<file path="src/rtl/imem_arb_pkg.sv">
// rtl/imem_arb_pkg.sv - shared types and constants for the instruction memory port arbiter
package imem_arb_pkg;

    localparam int NUM_REQ = 2;

    typedef enum logic {ARB, LOCK} arb_state_t;

    typedef struct packed {
        logic v;
        logic owner;
    } rd_tag_t;

endpackage

</file>
<file path="src/rtl/rd_return_pipe.sv">
// rtl/rd_return_pipe.sv - fixed-latency shift of read tags so returning data can be routed to its issuer
module rd_return_pipe
    import imem_arb_pkg::*;
#(
    parameter int RD_LATENCY = 1
) (
    input  logic    clk,
    input  logic    clear,
    input  rd_tag_t tag_in,
    output rd_tag_t tag_out,
    output logic    busy
);

    rd_tag_t stage [RD_LATENCY];

    always_ff @(posedge clk) begin
        if (clear) begin
            for (int i = 0; i < RD_LATENCY; i++) begin
                stage[i] <= '0;
            end
        end else begin
            stage[0] <= tag_in;
            for (int i = 1; i < RD_LATENCY; i++) begin
                stage[i] <= stage[i-1];
            end
        end
    end

    assign tag_out = stage[RD_LATENCY-1];

    // Any valid tag anywhere in the pipe means a read is still outstanding.
    always_comb begin
        busy = 1'b0;
        for (int i = 0; i < RD_LATENCY; i++) begin
            busy = busy | stage[i].v;
        end
    end

endmodule

</file>
<file path="src/rtl/imem_port_arbiter.sv">
// rtl/imem_port_arbiter.sv - round-robin arbiter sharing one memory port between CPU fetch and program loader
module imem_port_arbiter
    import imem_arb_pkg::*;
#(
    parameter int ADDR_W     = 32,
    parameter int DATA_W     = 32,
    parameter int RD_LATENCY = 1
) (
    input  logic                      clk,
    input  logic                      reset,
    input  logic [NUM_REQ-1:0]        req_i,
    input  logic [NUM_REQ-1:0]        we_i,
    input  logic [NUM_REQ*ADDR_W-1:0] addr_i,
    input  logic [NUM_REQ*DATA_W-1:0] wdata_i,
    input  logic                      lock_i,
    output logic [NUM_REQ-1:0]        gnt_o,
    output logic [NUM_REQ-1:0]        rvalid_o,
    output logic [DATA_W-1:0]         rdata_o,
    output logic                      mem_en,
    output logic                      mem_we,
    output logic [ADDR_W-1:0]         mem_addr,
    output logic [DATA_W-1:0]         mem_wdata,
    input  logic [DATA_W-1:0]         mem_rdata
);

    arb_state_t        state;
    arb_state_t        state_nxt;
    logic              rr_last;
    logic              sel;
    logic [ADDR_W-1:0] sel_addr;
    rd_tag_t           tag_in;
    rd_tag_t           tag_out;
    logic              in_flight;
    logic              unused_addr_bits;

    always_ff @(posedge clk) begin
        if (!reset) begin
            state   <= ARB;
            rr_last <= 1'b0;
        end else begin
            state <= state_nxt;
            if (|gnt_o) begin
                rr_last <= sel;
            end
        end
    end

    // While lock_i is up (draining or locked) port 0 is never granted, so no
    // fetch read can slip into the pipe ahead of the loader's exclusive window.
    always_comb begin
        gnt_o     = '0;
        state_nxt = state;
        case (state)
            ARB: begin
                if (lock_i) begin
                    gnt_o = {req_i[1], 1'b0};
                    if (!in_flight) begin
                        state_nxt = LOCK;
                    end
                end else if (req_i == 2'b11) begin
                    gnt_o = rr_last ? 2'b01 : 2'b10;
                end else begin
                    gnt_o = req_i;
                end
            end
            LOCK: begin
                gnt_o = {req_i[1], 1'b0};
                if (!lock_i) begin
                    state_nxt = ARB;
                end
            end
            default: state_nxt = ARB;
        endcase
        if (!reset) begin
            gnt_o = '0;
        end
    end

    assign sel      = gnt_o[1];
    assign sel_addr = sel ? addr_i[2*ADDR_W-1:ADDR_W] : addr_i[ADDR_W-1:0];

    always_comb begin
        mem_en    = |gnt_o;
        mem_we    = 1'b0;
        mem_addr  = '0;
        mem_wdata = '0;
        if (mem_en) begin
            mem_we    = we_i[sel];
            mem_addr  = {2'b00, sel_addr[ADDR_W-1:2]};
            mem_wdata = sel ? wdata_i[2*DATA_W-1:DATA_W] : wdata_i[DATA_W-1:0];
        end
    end

    // Byte offset is dropped: memory is word addressed.
    assign unused_addr_bits = ^sel_addr[1:0];

    always_comb begin
        tag_in       = '0;
        tag_in.v     = mem_en & ~mem_we;
        tag_in.owner = sel;
    end

    rd_return_pipe #(
        .RD_LATENCY(RD_LATENCY)
    ) u_rd_return_pipe (
        .clk    (clk),
        .clear  (~reset),
        .tag_in (tag_in),
        .tag_out(tag_out),
        .busy   (in_flight)
    );

    assign rvalid_o = (reset && tag_out.v) ? (tag_out.owner ? 2'b10 : 2'b01) : 2'b00;
    assign rdata_o  = (|rvalid_o) ? mem_rdata : '0;

endmodule

</file>
<file path="config.mk">
export PLATFORM = sky130hd
export DESIGN_NAME = imem_port_arbiter
export DESIGN_NICKNAME = d
export VERILOG_FILES = /design/src/rtl/imem_arb_pkg.sv /design/src/rtl/rd_return_pipe.sv /design/src/rtl/imem_port_arbiter.sv
export SDC_FILE = /design/constraint.sdc
export NUM_CORES = 1
export LEC_CHECK = 0
export ABC_AREA = 1
export CAP_MARGIN = 40
export CORE_AREA = 5 5 102 104
export CTS_CLUSTER_DIAMETER = 200
export DETAILED_ROUTE_END_ITERATION = 8
export DIE_AREA = 0 0 107 109
export GPL_TIMING_DRIVEN = 0
export PLACE_DENSITY = 0.75
export SYNTH_ARGS = -nofsm -noshare
export SYNTH_HDL_FRONTEND = slang
export SYNTH_SLANG_ARGS = --single-unit
export TNS_END_PERCENT = 1
</file>
<file path="constraint.sdc">
create_clock -name clk -period 3.49 [get_ports clk]
set_input_delay 0.698 -clock clk [delete_from_list [all_inputs] [get_ports clk]]
set_output_delay 0.698 -clock clk [all_outputs]
set_load 0.02 [all_outputs]
</file>
==> Word-level counts from Yosys, hierarchy flattened <==
Memory sizes are Yosys's and may differ from the RTL's.
Cells that the tools add are included.
{ "op_classes": {"n_lt_le_gt_ge": 1, "eq_ne": 1, "n_mux": 23, "n_bitwise": 3, "n_reduce_logical": 4} }
{ "op_table": {"columns": ["cell", "n"], "rows": [
  ["$mux W32", 4],
  ["$mux W30", 1],
  ["$mux W2", 7],
  ["$mux W1", 9],
  ["$reduce_or A2 Y1", 3],
  ["$pmux W2 S2", 1],
  ["$eq A2 B2 Y1 const B", 1],
  ["$lt A1 B2 Y1 const B", 1],
  ["$not A1 Y1", 2],
  ["$pmux W1 S2", 1],
  ["$and A1 B1 Y1", 1],
  ["$logic_and A1 B1 Y1", 1]
]} }
{ "totals": {"register_bits": 2, "ramBits": 2, "in_bits": 167, "output_inout_bits": 102, "word_cells": 35, "n_memories": 1} }
{ "memory_table": {"columns": ["memory", "depth", "width", "read_ports", "rd_clocked_by_memory_dff", "write_ports", "line", "source"], "rows": [
  ["u_rd_return_pipe.stage", 1, 2, 1, 0, 1, "rd_return_pipe.sv:14", "rd_tag_t stage [RD_LATENCY];"]
]} }

==> Longest topological paths before layout <==
{ "depth": {"depth_word": 11, "mapped_depth": 8} }

==> Modules after synthesis <==
From an unflattened synthesis, not the netlist that was laid out.
{ "hier_totals": {"cells_unflattened": 314, "area_unflattened_um2": 1370.1} }
{ "by_module_without_submodules": {"columns": ["module", "n_inst", "cells_each", "area_per_inst_um2", "seq_area_each_um2"], "rows": [
  ["imem_port_arbiter", 1, 307, 1307.5, 40.0],
  ["rd_return_pipe", 1, 7, 62.6, 40.0]
]} }

==> Least setup slack after synthesis <==
Ideal clock, no wire load.
{ "synth_path": {"path_type": "input port to output port", "startpoint": "input port req_i[0]", "endpoint": "output port mem_we", "t_arrival_ps": 1551, "setup_slack_ps": 1241, "stages": 7, "path_buffers": 0, "path_cell_list": "nand2_1 -> inv_1 -> nand2_1 -> nand2_4 -> nand2_1 -> inv_1 -> nor2_1"} }
{ "synth_via": {"elab_cells_between_ends": 9, "classes_between": "eq/ne: 1; mux: 7; reduce/logical: 1"} }
{ "synth_lines": {"columns": ["item", "line", "source"], "rows": [
  ["start: declaration", "imem_port_arbiter.sv:11", "input logic [NUM_REQ-1:0] req_i,"],
  ["$eq A2 B2 Y1", "imem_port_arbiter.sv:60", "end else if (req_i == 2'b11) begin"],
  ["$mux W2 *", "imem_port_arbiter.sv:60", null],
  ["$mux W2 *", "imem_port_arbiter.sv:55", "if (lock_i) begin"],
  ["$pmux W2 S2 *", "imem_port_arbiter.sv:53", "case (state)"],
  ["$mux W2 *", "imem_port_arbiter.sv:74", "if (!reset) begin"],
  ["$reduce_or A2 Y1 *", "imem_port_arbiter.sv:83", "mem_en = |gnt_o;"],
  ["via mem_en", "imem_port_arbiter.sv:19", "output logic mem_en,"],
  ["$mux W1 *", "imem_port_arbiter.sv:87", "if (mem_en) begin"],
  ["end: declaration", "imem_port_arbiter.sv:20", "output logic mem_we,"]
]} }
The timed path passes the listed nets; every way through them passes the cells marked *. The select of a mux whose other input is x is not followed.

==> Worst setup path in the final report <==
{ "layout_path": {"startpoint": "input port reset", "endpoint": "output port mem_wdata[28]"} }
{ "layout_via": {"elab_chain_cells": 3, "elab_cells_between_ends": 4, "classes_between": "mux: 3; reduce/logical: 1"} }
{ "layout_rtl": {"columns": ["item", "line", "source"], "rows": [
  ["start: declaration", "imem_port_arbiter.sv:10", "input logic reset,"],
  ["$mux W2 *", "imem_port_arbiter.sv:74", null],
  ["$mux W32 / $reduce_or A2 Y1 (equally long branches)", "imem_port_arbiter.sv:90, imem_port_arbiter.sv:83", null],
  ["$mux W32 *", "imem_port_arbiter.sv:87", null],
  ["end: declaration", "imem_port_arbiter.sv:22", "output logic [DATA_W-1:0] mem_wdata,"]
]} }
Every way passes the cells marked *; elsewhere a longest branch is shown, timed or not.

==> impl_metrics.csv <==
group,metric,value,unit
hold_path,hp-start,"u_rd_return_pipe.stage[0][1]$_SDFF_PN0_",
job,maxCapViolCount,0,
global_route,overflow,0,
critical_path,worst-r2r-cell-count,6,
cts,clk_pin_slew,0.03,ns
run_status,status,"finished clean",
global_route,first_global_vias,2743,
critical_path,r2r_slack,2.46,ns
cts,cts_hold_buffers,0,
cts,h-tree-depth,1,
routing,via_count,2714,
synth,netlist_instances,309,
routing,ant_nets,0,
critical_path,worst_path_most_repeated_cell,"nand2_1",
place,place_inst,686,
power,power_density,148.4,nW/µm²
layout,area_delta_synth_final,210.5,%
sta,finalSetupViolations,0,
synth,netlist.area_leader.share,55.95,%
global_route,grt_usage,13.06,%
floorplan,top_level_ports,269,
routing,dr.pass1.iters,4,
critical_path,startpoint_type,"input pin",
synth,ys_seq_area_share,5.998,%
sta,finClkSkew,0.001854,ns
global_route,grt_max_degree,11,
cts,cts_buffers,3,
cts,cts.repair.resized,0,
global_route,grt_antenna_before_repair,0,
critical_path,critPathMaxFanout,10,
critical_path,critPathMaxStageDelay,0.61,ns
synth,synth.distinct_cells,18,
floorplan,die_area,11660,µm²
power,power_leakage,2.014,nW
critical_path,cp-startpoint,"reset",
sta,timing.final.crit_share,95.99,%
synth,synth_top_area_cell,"nand2_1",
sta,hold_violations,0,
routing,drt-wirelength-per-cell,12.27,µm
synth,yosysWarningCount,0,
layout,final_nets,744,
cts,cts_tree,"built",
cts,clockRootBuffer,"clkbuf_8",
cts,post_cts_buffers,0,
floorplan,die_x,107,µm
synth,synth-edff-count,0,
synth,synth-main-ff-cell,"dfxtp_1",
synth,ys_top_cells_by_area,"nand2_1, inv_1, nor2_1, dfxtp_1, buf_4",
critical_path,reg2reg_from,"state$_SDFF_PN0_",
critical_path,timing.rr.end,"u_rd_return_pipe.stage[0][1]$_SDFF_PN0_",
synth,synth-seq-cells,4,
critical_path,critical_path_class,"in2out",
critical_path,crit_slowest_cell,"clkdlybuf4s50_1",
layout,drive_gt1_share,4.348,%
layout,post_layout_nonfiller_instances,689,
synth,yosysMostFrequentCell,"nand2_1",
routing,drc,0,
floorplan,die_height,109,µm
critical_path,cp.arrival,2.65,ns
routing,wl,8.457,mm
power,ir_drop,0.08162,mV
cts,numClockSinks,4,
sta,max_freq,298.5,MHz
place,dp_hpwl,7.645,mm
place,gp_congestion,0.7649,
synth,synth_area,1335,µm²
critical_path,endpoint,"mem_wdata[28]",
hold_path,min_path_type,"reg2reg",
sta,rsz0062_at_grt,"false",
critical_path,cp_cell_sequence,"clkdlybuf4s50_1, nand2_1, inv_2, nand3_2, clkinv_2, clkbuf_4, nand2_1, nand2_1, clkdlybuf4s50_1",
global_route,grt_pass1_wl,12.43,mm
synth,synthArstFlopShare,0,%
sta,setup_tns,0,ns
floorplan,core,9459,µm²
layout,fillers,983,
cts,worstSkewPairLatency,0.21,ns
place,portBuffers,262,
sta,final-max-slew-violation-count,0,
routing,drt_iter0_drc,145,
layout,antenna_cells,0,
sta,final.min_clock_period,3.350,ns
synth,syn_area_per_cell,4.320,µm²
floorplan,fp-row-count,36,
routing,routed_via_density,3.939,
critical_path,cp_data_required_time,2.79,ns
floorplan,initial_core_util,14.11,%
critical_path,worst_setup_path_end_kind,"primary output",
synth,synthTopCellsByCount,"nand2_1, inv_1, nor2_1, buf_4, buf_6",
cts,ctsLongestPathBuffers,2,
cell usage in the layout, fill, tap and decap left out, drive strengths merged:
cell / Yosys / layout
inv: 43 / 43
clkdlybuf4s50: 0 / 262
dfxtp: 4 / 4
a21oi: 1 / 1
buf: 14 / 14
nand3: 4 / 4
nor2: 37 / 37
conb: 1 / 2
nand2: 200 / 200
clkinv: 1 / 1
clkbuf: 4 / 7
kinds of logic (layout without fill, tap and decap cells):
kind of cell,after synthesis,count (layout),synth area share [%]
buffers and inverters,62,327,24.09
AND/OR/NAND/NOR,241,241,69.26
flip-flops,4,4,5.998
other,1,2,0.2809
AO/OA/AOI/OAI,1,1,0.3745
metrics by stage:
| step | hold WS, ns | area (µm²) | setup WS (ns) | utilization [%] | power [mW] |
|---|---|---|---|---|---|
| global route | 0.4691 | 4145 | 0.02693 | 43.82 | 0.6541 |
| finish | 0.4245 | 4145 | 0.1398 | 43.82 | 0.6151 |
| floorplan | 0.4072 | 1339 | 1.241 | - | 0.2141 |
| CTS | 0.4256 | 4145 | 0.1194 | 43.82 | 0.6231 |
| detailed placement | 0.4239 | 4104 | 0.1337 | 43.39 | 0.5242 |
| global placement | 0.4178 | 4104 | 0.1616 | 43.39 | 0.5181 |
final cells by class:
| cell class | instances | area (µm²) | area share (%) |
|---|---|---|---|
| Timing Repair Buffer | 262 | 2623 | 63.27 |
| Multi-Input combinational cell | 244 | 937.1 | 22.61 |
| Inverter | 44 | 171.4 | 4.135 |
| Buffer | 18 | 150.1 | 3.622 |
| Tap cell | 114 | 142.6 | 3.441 |
| Sequential cell | 4 | 80.08 | 1.932 |
| Clock buffer | 3 | 41.29 | 0.9961 |
where the power goes:
group	leakage [nW]	total [mW]	switching, mW	internal [mW]
clock network	0.0216	0.0950	0.0217	0.0733
registers	0.0333	0.0516	0.00207	0.0496
logic	1.96	0.468	0.186	0.282
total	2.01	0.615	0.210	0.405
state kept, by name, summed over array words and instances (netlist names):
name,flops
rr_last,1
u_rd_return_pipe.stage,2
state,1
critical path: cells and delay by family:
family | cells | cell delay [ns]
buffers and inverters | 5 | 1.61
AND/OR/NAND/NOR | 4 | 0.34
worst min path at each step:
| stage | end | slack [ns] | cells past startpoint |
|---|---|---|---|
| floorplan | state$_SDFF_PN0_ | 0.41 | 1 |
| global placement | state$_SDFF_PN0_ | 0.42 | 1 |
| detailed placement | state$_SDFF_PN0_ | 0.42 | 1 |
| CTS | state$_SDFF_PN0_ | 0.43 | 1 |
| global route | state$_SDFF_PN0_ | 0.47 | 1 |
| finish | state$_SDFF_PN0_ | 0.42 | 1 |
per-layer routing:
metal | share of wire (%) | global-route usage [%] | up-vias
li1 | - | - | 1403
met1 | 36 | 13.85 | 1136
met2 | 51 | 25.09 | 167
met3 | 12 | 4.381 | 8
met4 | 0.89 | 2.648 | 0
met5 | 0 | 0 | -
No activity file was read; power rests on OpenSTA's default activity.
